## src/rtl/mux4_arbiter.sv

```systemverilog
// Four-requester round-robin arbiter with a registered 4:1 data mux behind the grant.
// Optional per-owner grant limit is compiled in with ARB_TIMEOUT_EN.
module mux4_arbiter #(
  parameter int unsigned TIMEOUT = 16
) (
  input  logic        clk,
  input  logic        rst_n,
  input  logic [3:0]  req,
  input  logic [3:0]  done,
  input  logic [31:0] d0,
  input  logic [31:0] d1,
  input  logic [31:0] d2,
  input  logic [31:0] d3,
  output logic [3:0]  gnt,
  output logic [1:0]  sel,
  output logic [31:0] y,
  output logic        valid,
  output logic        tout
);

  if (TIMEOUT < 2 || TIMEOUT > 255) begin : g_bad_timeout
    $error("mux4_arbiter: TIMEOUT must be in 2..255");
  end

  typedef enum logic [0:0] {StIdle, StBusy} state_e;

  state_e      state_q;
  logic [1:0]  last_q;
  logic [1:0]  pick;
  logic [1:0]  idx;
  logic        found;
  logic [31:0] d_sel;
  logic        release_now;
  logic        timeout_hit;

  // Round-robin scan starting just after the previous owner; k = 4 wraps back to last_q.
  always_comb begin
    pick  = last_q;
    found = 1'b0;
    idx   = 2'd0;
    for (int k = 1; k <= 4; k++) begin
      idx = last_q + 2'(k);
      if (!found && req[idx]) begin
        pick  = idx;
        found = 1'b1;
      end
    end
  end

  always_comb begin
    d_sel = d0;
    unique case (sel)
      2'd0: d_sel = d0;
      2'd1: d_sel = d1;
      2'd2: d_sel = d2;
      2'd3: d_sel = d3;
      default: d_sel = d0;
    endcase
  end

  assign release_now = done[sel] | ~req[sel];

`ifdef ARB_TIMEOUT_EN
  logic [7:0] cnt_q;
  assign timeout_hit = (cnt_q == 8'(TIMEOUT - 1));
`else
  assign timeout_hit = 1'b0;
  assign tout        = 1'b0;
`endif

  always_ff @(posedge clk or negedge rst_n) begin
    if (!rst_n) begin
      state_q <= StIdle;
      gnt     <= 4'b0000;
      sel     <= 2'd0;
      last_q  <= 2'd3;
      y       <= 32'd0;
      valid   <= 1'b0;
`ifdef ARB_TIMEOUT_EN
      cnt_q   <= 8'd0;
      tout    <= 1'b0;
`endif
    end else begin
`ifdef ARB_TIMEOUT_EN
      tout <= 1'b0;
`endif
      unique case (state_q)
        StIdle: begin
          valid <= 1'b0;
          if (found) begin
            state_q <= StBusy;
            gnt     <= 4'b0001 << pick;
            sel     <= pick;
            last_q  <= pick;
`ifdef ARB_TIMEOUT_EN
            cnt_q   <= 8'd0;
`endif
          end
        end
        StBusy: begin
          // Data is captured on every owned cycle, including the releasing one.
          y     <= d_sel;
          valid <= 1'b1;
          if (release_now || timeout_hit) begin
            state_q <= StIdle;
            gnt     <= 4'b0000;
          end
`ifdef ARB_TIMEOUT_EN
          // A normal release wins over a coincident timeout and suppresses the pulse.
          if (!release_now && timeout_hit) begin
            tout <= 1'b1;
          end else if (!release_now) begin
            cnt_q <= cnt_q + 8'd1;
          end
`endif
        end
        default: begin
          state_q <= StIdle;
          gnt     <= 4'b0000;
        end
      endcase
    end
  end

endmodule

```

## config.mk

```make
export PLATFORM = sky130hd
export DESIGN_NAME = mux4_arbiter
export DESIGN_NICKNAME = d
export VERILOG_FILES = /design/src/rtl/mux4_arbiter.sv
export SDC_FILE = /design/constraint.sdc
export NUM_CORES = 1
export LEC_CHECK = 0
export ABC_CLOCK_PERIOD_IN_PS = 1650
export CAP_MARGIN = 5
export CORE_ASPECT_RATIO = 1.75
export CORE_MARGIN = 3
export CORE_UTILIZATION = 36
export CTS_CLUSTER_DIAMETER = 40
export DETAILED_ROUTE_END_ITERATION = 10
export MAX_ROUTING_LAYER = met4
export PLACE_DENSITY = 0.83
export RECOVER_POWER = 25
export SLEW_MARGIN = 20
export SYNTH_ARGS = -nofsm -noshare
export SYNTH_HDL_FRONTEND = slang
export SYNTH_SLANG_ARGS = --single-unit
```

## constraint.sdc

```tcl
create_clock -name clk -period 1.65 [get_ports clk]
set_input_delay 0.33 -clock clk [delete_from_list [all_inputs] [get_ports clk]]
set_output_delay 0.33 -clock clk [all_outputs]
set_load 0.02 [all_outputs]
```

==> results.toml, run 1 <==
[outcome]
run_status = "completed"

[logic_synthesis]
synth_top_cell_area_share_pct = 38.1
synthAdderAreaFrac_pct = 0
yosys.area_share.simple_pct = 4.19
sequential_element_share_of_the_synthesized_area_pct = 40.1
synthMuxAreaShare_pct = 46.0
synth-compound-area-share_pct = 4.81
synth_warnings = 0
post_synth_xor_area_fraction_pct = 0
synth-seq-cells = 42
netlist.top_cell.by_area = "sky130_fd_sc_hd__dfrtp_1"
synth_top_family_by_area = "multiplexers"
netlist_instances = 162
netlist-cell-type-count = 37
synth.net_count = 300
post_synth_instance_area_um2 = 2630
avgSynthCellArea_um2 = 16.2
area_contributors_post_synth = "sky130_fd_sc_hd__dfrtp_1 (38%), sky130_fd_sc_hd__mux4_2 (24%), sky130_fd_sc_hd__mux2_4 (15%)"

[die]
design.portCount = 178
initial_core_util_pct = 37.8
fp.dieW_um = 70.6
dieArea_um2 = 8400
dieHeight_um = 119
core-area_um2 = 6960
placementRows = 40

[power_and_ir_drop]
sw_frac_of_total_pct = 34.1
power.share.sequential_pct = 24.0
power.combinational.fraction_pct = 62.1
power_density_nw_per_um2 = 1730
power.switching_w = 0.00276
ir_drop_mv = 0.836
p_int_w = 0.00533
power.clock.fraction_pct = 13.9
total_power_w = 0.00809
leakage_nw = 1.91

[final_layout]
layout_nets = 482
filler_cell_count = 547
layout_commonest_cell = "sky130_fd_sc_hd__clkdlybuf4s50_1"
syn2layout_area_growth_pct = 78.0
antenna-diode-count = 0
area_of_combinational_cells_with_multiple_inputs_um2 = 1450
share_of_layout_cells_above_drive_strength_1_pct = 25.8
seqCellArea_um2 = 1060
final_cell_mix = "sky130_fd_sc_hd__clkdlybuf4s50_1 (173), sky130_fd_sc_hd__dfrtp_1 (38), sky130_fd_sc_hd__mux4_2 (28)"

[route]
wirelength_um = 8230
drt_iter0_markers = 67
drt_pass_1_iters = 4
final_routed_wire_length_divided_by_cell_count_um = 19.2
detail-route-antenna-nets = 0
final_routed_drc_violation_total = 0
route.vias.total = 2234
drt-vias-per-instance = 5.21

[clocking]
clk_path_buf_depth = 2
cts_sinks = 42
clk_root_buffer_cell = "sky130_fd_sc_hd__clkbuf_16"
clk_pin_slew_ps = 60
cts_made_buffers = 5
cts-hold-fix-buffers = 0
cts-htree-levels = 2
tritoncts = "yes"
clock_insertion_delay_worst_skew_ps = 280

[sta]
finalSetupViolCount = 0
post_route_minimum_period_ps = 1590
setup_repair_after_global_routing_missed_its_margin = "false"
timing_hold_violations_final = 0
fin_worst_skew_ps = 6.76
post-route-period-util_pct = 96.5
maxSlewViolCount = 0
holdWs_ps = 258
timing_worst_slew_pin_value_ps = 1160
max_freq_mhz = 628
max_slew_margin_pct = 23.0

[critical_path]
type_of_the_worst_setup_path = "reg2out"
cp_cell_sequence = "clkdlybuf4s50_1"
cp.arrival_ps = 1260
worst_setup_path_start_kind = "flop"
critPathCaptureType = "primary output"
critical_path_required_ps = 1320
worst-path-buf-inv = 1
critPathSlowestCell = "sky130_fd_sc_hd__clkdlybuf4s50_1"
worst_path_dominant_cell_family = "buffers and inverters"
cpPeakStageDelay_ps = 650
timing.critical_path.fanout_max = 2

[placement]
buffer_ports.inserted = 176
globalplace.congestion = 0.798
detailedPlacementHpwl_um = 7020

[grt]
grt_overflow = 0
first_global_vias = 2531
antenna_found_initial = 0
wire_length_of_the_first_global_routing_pass_um = 13100
grt_start_max_net_pins = 31
global_route.usage.total_pct = 20.5

[run]
count_of_maximum_capacitance_violations = 0

[worst_hold_path]
hold_path_class = "in2async"
[synth_stat cells]
master                       n
sky130_fd_sc_hd__dfrtp_1    40
sky130_fd_sc_hd__mux4_2     28
sky130_fd_sc_hd__mux2_4     27
sky130_fd_sc_hd__buf_2       6
sky130_fd_sc_hd__a21oi_1     5
sky130_fd_sc_hd__mux2_2      5
sky130_fd_sc_hd__nand2_1     5
sky130_fd_sc_hd__nor2_1      5
sky130_fd_sc_hd__clkbuf_1    4
sky130_fd_sc_hd__mux4_1      4
sky130_fd_sc_hd__a32o_1      2
sky130_fd_sc_hd__buf_12      2
sky130_fd_sc_hd__dfstp_2     2
sky130_fd_sc_hd__inv_1       2
sky130_fd_sc_hd__o21a_1      2
sky130_fd_sc_hd__o2bb2ai_1   2
sky130_fd_sc_hd__a221o_2     1
sky130_fd_sc_hd__and3b_1     1
sky130_fd_sc_hd__buf_4       1
sky130_fd_sc_hd__buf_6       1
sky130_fd_sc_hd__buf_8       1
sky130_fd_sc_hd__conb_1      1
sky130_fd_sc_hd__mux2i_1     1
sky130_fd_sc_hd__nand2b_1    1
sky130_fd_sc_hd__nand3_1     1
sky130_fd_sc_hd__nand3b_1    1
sky130_fd_sc_hd__nor2b_1     1
sky130_fd_sc_hd__nor3_2      1
sky130_fd_sc_hd__nor3b_1     1
sky130_fd_sc_hd__nor4_1      1
sky130_fd_sc_hd__o21ai_0     1
sky130_fd_sc_hd__o21bai_1    1
sky130_fd_sc_hd__o31a_1      1
sky130_fd_sc_hd__o31ai_1     1
sky130_fd_sc_hd__o32ai_1     1
sky130_fd_sc_hd__or3_1       1
sky130_fd_sc_hd__or3b_1      1
[flip-flops by register name, summed over array words and instances, names as in the netlist]
name / flops
y: 32
gnt: 4
last_q: 2
sel: 2
state_q: 1
valid: 1
[layout make-up]
cell class,instances,share of cell area (%)
Timing Repair Buffer,190,40.2
Sequential cell,42,22.6
Multi-Input combinational cell,103,31.1
Inverter,2,0.161
Tap cell,84,2.25
Clock buffer,7,3.05
Clock inverter,1,0.642
[worst paths after layout]
kind | startpoint | to | slack, ps | depth (start not counted)
max in group asynchronous | rst_n | y[14] | 490 | 2
max reg2reg | sel[0] | y[18] | 90 | 3
max | y[18] | y[18] | 60 | 1
min | rst_n | y[24] | 260 | 1
min reg2reg | y[16] | y[16] | 500 | 1
min in group clk | y[16] | y[16] | 500 | 1
[per-stage QoR]
| step | util (%) | setup TNS [ps] | cells | instance area (µm²) | worst slack, ps |
|---|---|---|---|---|---|
| detailed placement | 64.7 | -1370 | 421 | 4500 | -238 |
| floorplan | - | 0 | 162 | 2630 | 48.0 |
| finish | 67.2 | 0 | 429 | 4680 | 58.5 |
| global placement | 64.7 | -853 | 421 | 4500 | -164 |
| global route | 67.2 | 0 | 429 | 4680 | 11.4 |
| CTS | 67.2 | 0 | 429 | 4670 | 43.8 |
[power by group through the flow]
| stage | clock [W] | sequential [W] | combinational (W) |
|---|---|---|---|
| after detailed placement | 0 | 0.00197 | 0.00509 |
| after floorplan | 0 | 0.00247 | 0.00273 |
| after global placement | 0 | 0.00195 | 0.00501 |
| after CTS | 0.00115 | 0.00196 | 0.00510 |
| final | 0.00112 | 0.00194 | 0.00503 |
| after global routing | 0.00119 | 0.00203 | 0.00535 |
[cells by family after synthesis]
family	count (synthesis)
multiplexers	65
flip-flops	42
AND/OR/NAND/NOR	20
AO/OA/AOI/OAI	17
buffers and inverters	17
other	1
[metal layers]
metal | up-vias | wire [µm] | global-route usage [%]
met3 | 23 | 600 | 4.73
met5 | - | 0 | -
li1 | 1010 | - | -
met1 | 1096 | 2670 | 20.9
met2 | 105 | 4700 | 37.9
met4 | 0 | 269 | 6.82
[timing repair]
action / 4_1_cts / 5_1_grt
setup buffers: 0 / 0
gates resized for setup: 2 / 2
endpoints found under the setup margin: 2 / 4
Note: power is estimated with default switching activity, not from simulation.
==> run 2: changes to the inputs <==
CELL_PAD_IN_SITES_DETAIL_PLACEMENT = 1   (was not set)
CELL_PAD_IN_SITES_GLOBAL_PLACEMENT = 1   (was not set)
CORE_UTILIZATION = 28   (was 36)
CTS_BUF_LIST = sky130_fd_sc_hd__clkbuf_4   (was not set)
PLACE_DENSITY = 0.85   (was 0.83)
==> run 2 against run 1 <==
First-iteration DRC count decreased by 7.5%. Routed wire length is 16% higher. Highest routed layer unchanged. Largest power group unchanged. Critical path type is now reg2reg. Non-clock buffer count grew 4. Critical endpoint is now y[8]. Critical path depth rose by 3. Count of clock-buffer cells in the layout did not move. Largest cell class unchanged.
==> results.toml, run 2 (synthesis gave the netlist of run 1 again) <==
[sta]
post-route-period-util_pct = 99.1
setup_repair_after_global_routing_missed_its_margin = "true"
maxSlewViolCount = 0
timing_worst_slew_pin_value_ps = 1040
setup_slack_of_the_critical_path_after_layout_ps = 15.0
fin_worst_skew_ps = 6.08
max_freq_mhz = 612
post_route_minimum_period_ps = 1640
max_slew_margin_pct = 30.8
timing_hold_violations_final = 0
finalSetupViolCount = 0

[final_layout]
instances_no_fill = 469
largest_reg_flops = 32
biggestRegsByFlops = "y x32, gnt x4"
syn2layout_area_growth_pct = 77.0
layout_nets = 486
final_cell_mix = "sky130_fd_sc_hd__clkdlybuf4s50_1 (136), sky130_fd_sc_hd__dlygate4sd2_1 (39), sky130_fd_sc_hd__dfrtp_1 (38)"
layout_commonest_cell = "sky130_fd_sc_hd__clkdlybuf4s50_1"
filler_cell_count = 967
antenna-diode-count = 0
registers.top_by_ff_count = "y"
share_of_layout_cells_above_drive_strength_1_pct = 28.4

[placement]
globalplace.congestion = 0.772
dp.cells = 457
place_worst_setup_slack_ps = -354
buffer_ports.inserted = 176
detailedPlacementHpwl_um = 7920

[grt]
global_route.usage.total_pct = 19.1
antenna_found_initial = 0
first_global_vias = 2781
wire_length_of_the_first_global_routing_pass_um = 14900
grt_start_max_net_pins = 43
grt_overflow = 0

[clocking]
cts-htree-levels = 2
clock_insertion_delay_worst_skew_ps = 360
cts_made_buffers = 5
clk_pin_slew_ps = 120
tritoncts = "yes"
clk_root_buffer_cell = "sky130_fd_sc_hd__clkbuf_4"
cts_sinks = 42
clk_path_buf_depth = 2

[worst_hold_path]
worst_hold_startpoint = "y[3]"
hold-path-endpoint = "y[3]"
worstHoldPathCells = 1
hold_path_class = "reg2reg"

[power_and_ir_drop]
ir_drop_mv = 0.677
total_power_w = 0.00763
power_density_nw_per_um2 = 1640
leakage_nw = 1.97

[run]
count_of_maximum_capacitance_violations = 0

[die]
placementRows = 46
dieHeight_um = 134
dieArea_um2 = 10600
fp.dieW_um = 79.2
design.portCount = 178
initial_core_util_pct = 28.9
core-area_um2 = 9090

[route]
route.vias.total = 2294
final_routed_wire_length_divided_by_cell_count_um = 20.4
drt_pass_1_iters = 4
drt-vias-per-instance = 4.89
wirelength_um = 9580
detail-route-antenna-nets = 0
drt_iter0_markers = 62
final_routed_drc_violation_total = 0

[critical_path]
critPathCaptureType = "flop"
worstReg2RegStart = "sel[0]"
rr_worst_depth = 4
cp.arrival_ps = 1900
reg2reg_slack_ps = 10
timing.critical_path.fanout_max = 14
worst_setup_path_start_kind = "flop"
type_of_the_worst_setup_path = "reg2reg"
critical_path_required_ps = 1910
worst_r2r_dst = "y[8]"

[outcome]
run_status = "completed"
[run 2: worst max-delay path, cell delays in order, from the launching register on]
cell	delay, ps
sky130_fd_sc_hd__dfrtp_2	400
sky130_fd_sc_hd__buf_8	150
sky130_fd_sc_hd__buf_12	180
sky130_fd_sc_hd__mux4_2	530
sky130_fd_sc_hd__mux2_4	270
[run 2: power by group]
part           total [W]  internal (W)  switching (W)
sequential       0.00194       0.00159       0.000347
combinational    0.00499       0.00278        0.00221
clock           0.000698      0.000354       0.000344
[run 2: routing by layer]
layer	track usage, %	routed length (µm)
met1	17.8	3040
met4	5.64	180
met3	4.57	600
met5	-	0
met2	37.3	5760
[run 2: cell type report]
cell class / instances / area (µm²) / share of cell area (%)
Inverter: 2 / 7.51 / 0.161
Tap cell: 120 / 150 / 3.23
Clock inverter: 1 / 30.0 / 0.646
Multi-Input combinational cell: 103 / 1460 / 31.3
Sequential cell: 42 / 1060 / 22.7
Timing Repair Buffer: 194 / 1900 / 40.8
Clock buffer: 7 / 52.6 / 1.13
[run 2: how the worst max path moves through the flow]
stage            from     end  slack, ps  depth (start not counted)
2_1_floorplan  sel[0]   y[10]         50                          4
3_3_place_gp   req[3]  sel[1]       -200                          5
3_5_place_dp   req[3]  sel[1]       -350                          5
4_1_cts        sel[0]   y[14]        -40                          4
5_1_grt        sel[0]   y[11]        -40                          4
6_report       sel[0]    y[8]         10                          4
[run 2: metrics by stage]
| stage | TNS (ps) | area [µm²] | hold slack (ps) | utilization, % |
|---|---|---|---|---|
| after floorplan | 0 | 2630 | 34.4 | - |
| after global placement | -1130 | 4570 | 319 | 50.3 |
| after detailed placement | -2810 | 4570 | 323 | 50.3 |
| after CTS | -310 | 4640 | 450 | 51.0 |
| after global routing | -486 | 4650 | 539 | 51.2 |
| final | 0 | 4650 | 521 | 51.2 |
[run 2: what timing repair did]
action,4_1_cts,5_1_grt
pin swaps,1,3
hold endpoints to repair,40,0
setup buffers,1,2
hold buffers,1,0
gates resized for setup,47,4
endpoints found under the setup margin,68,25
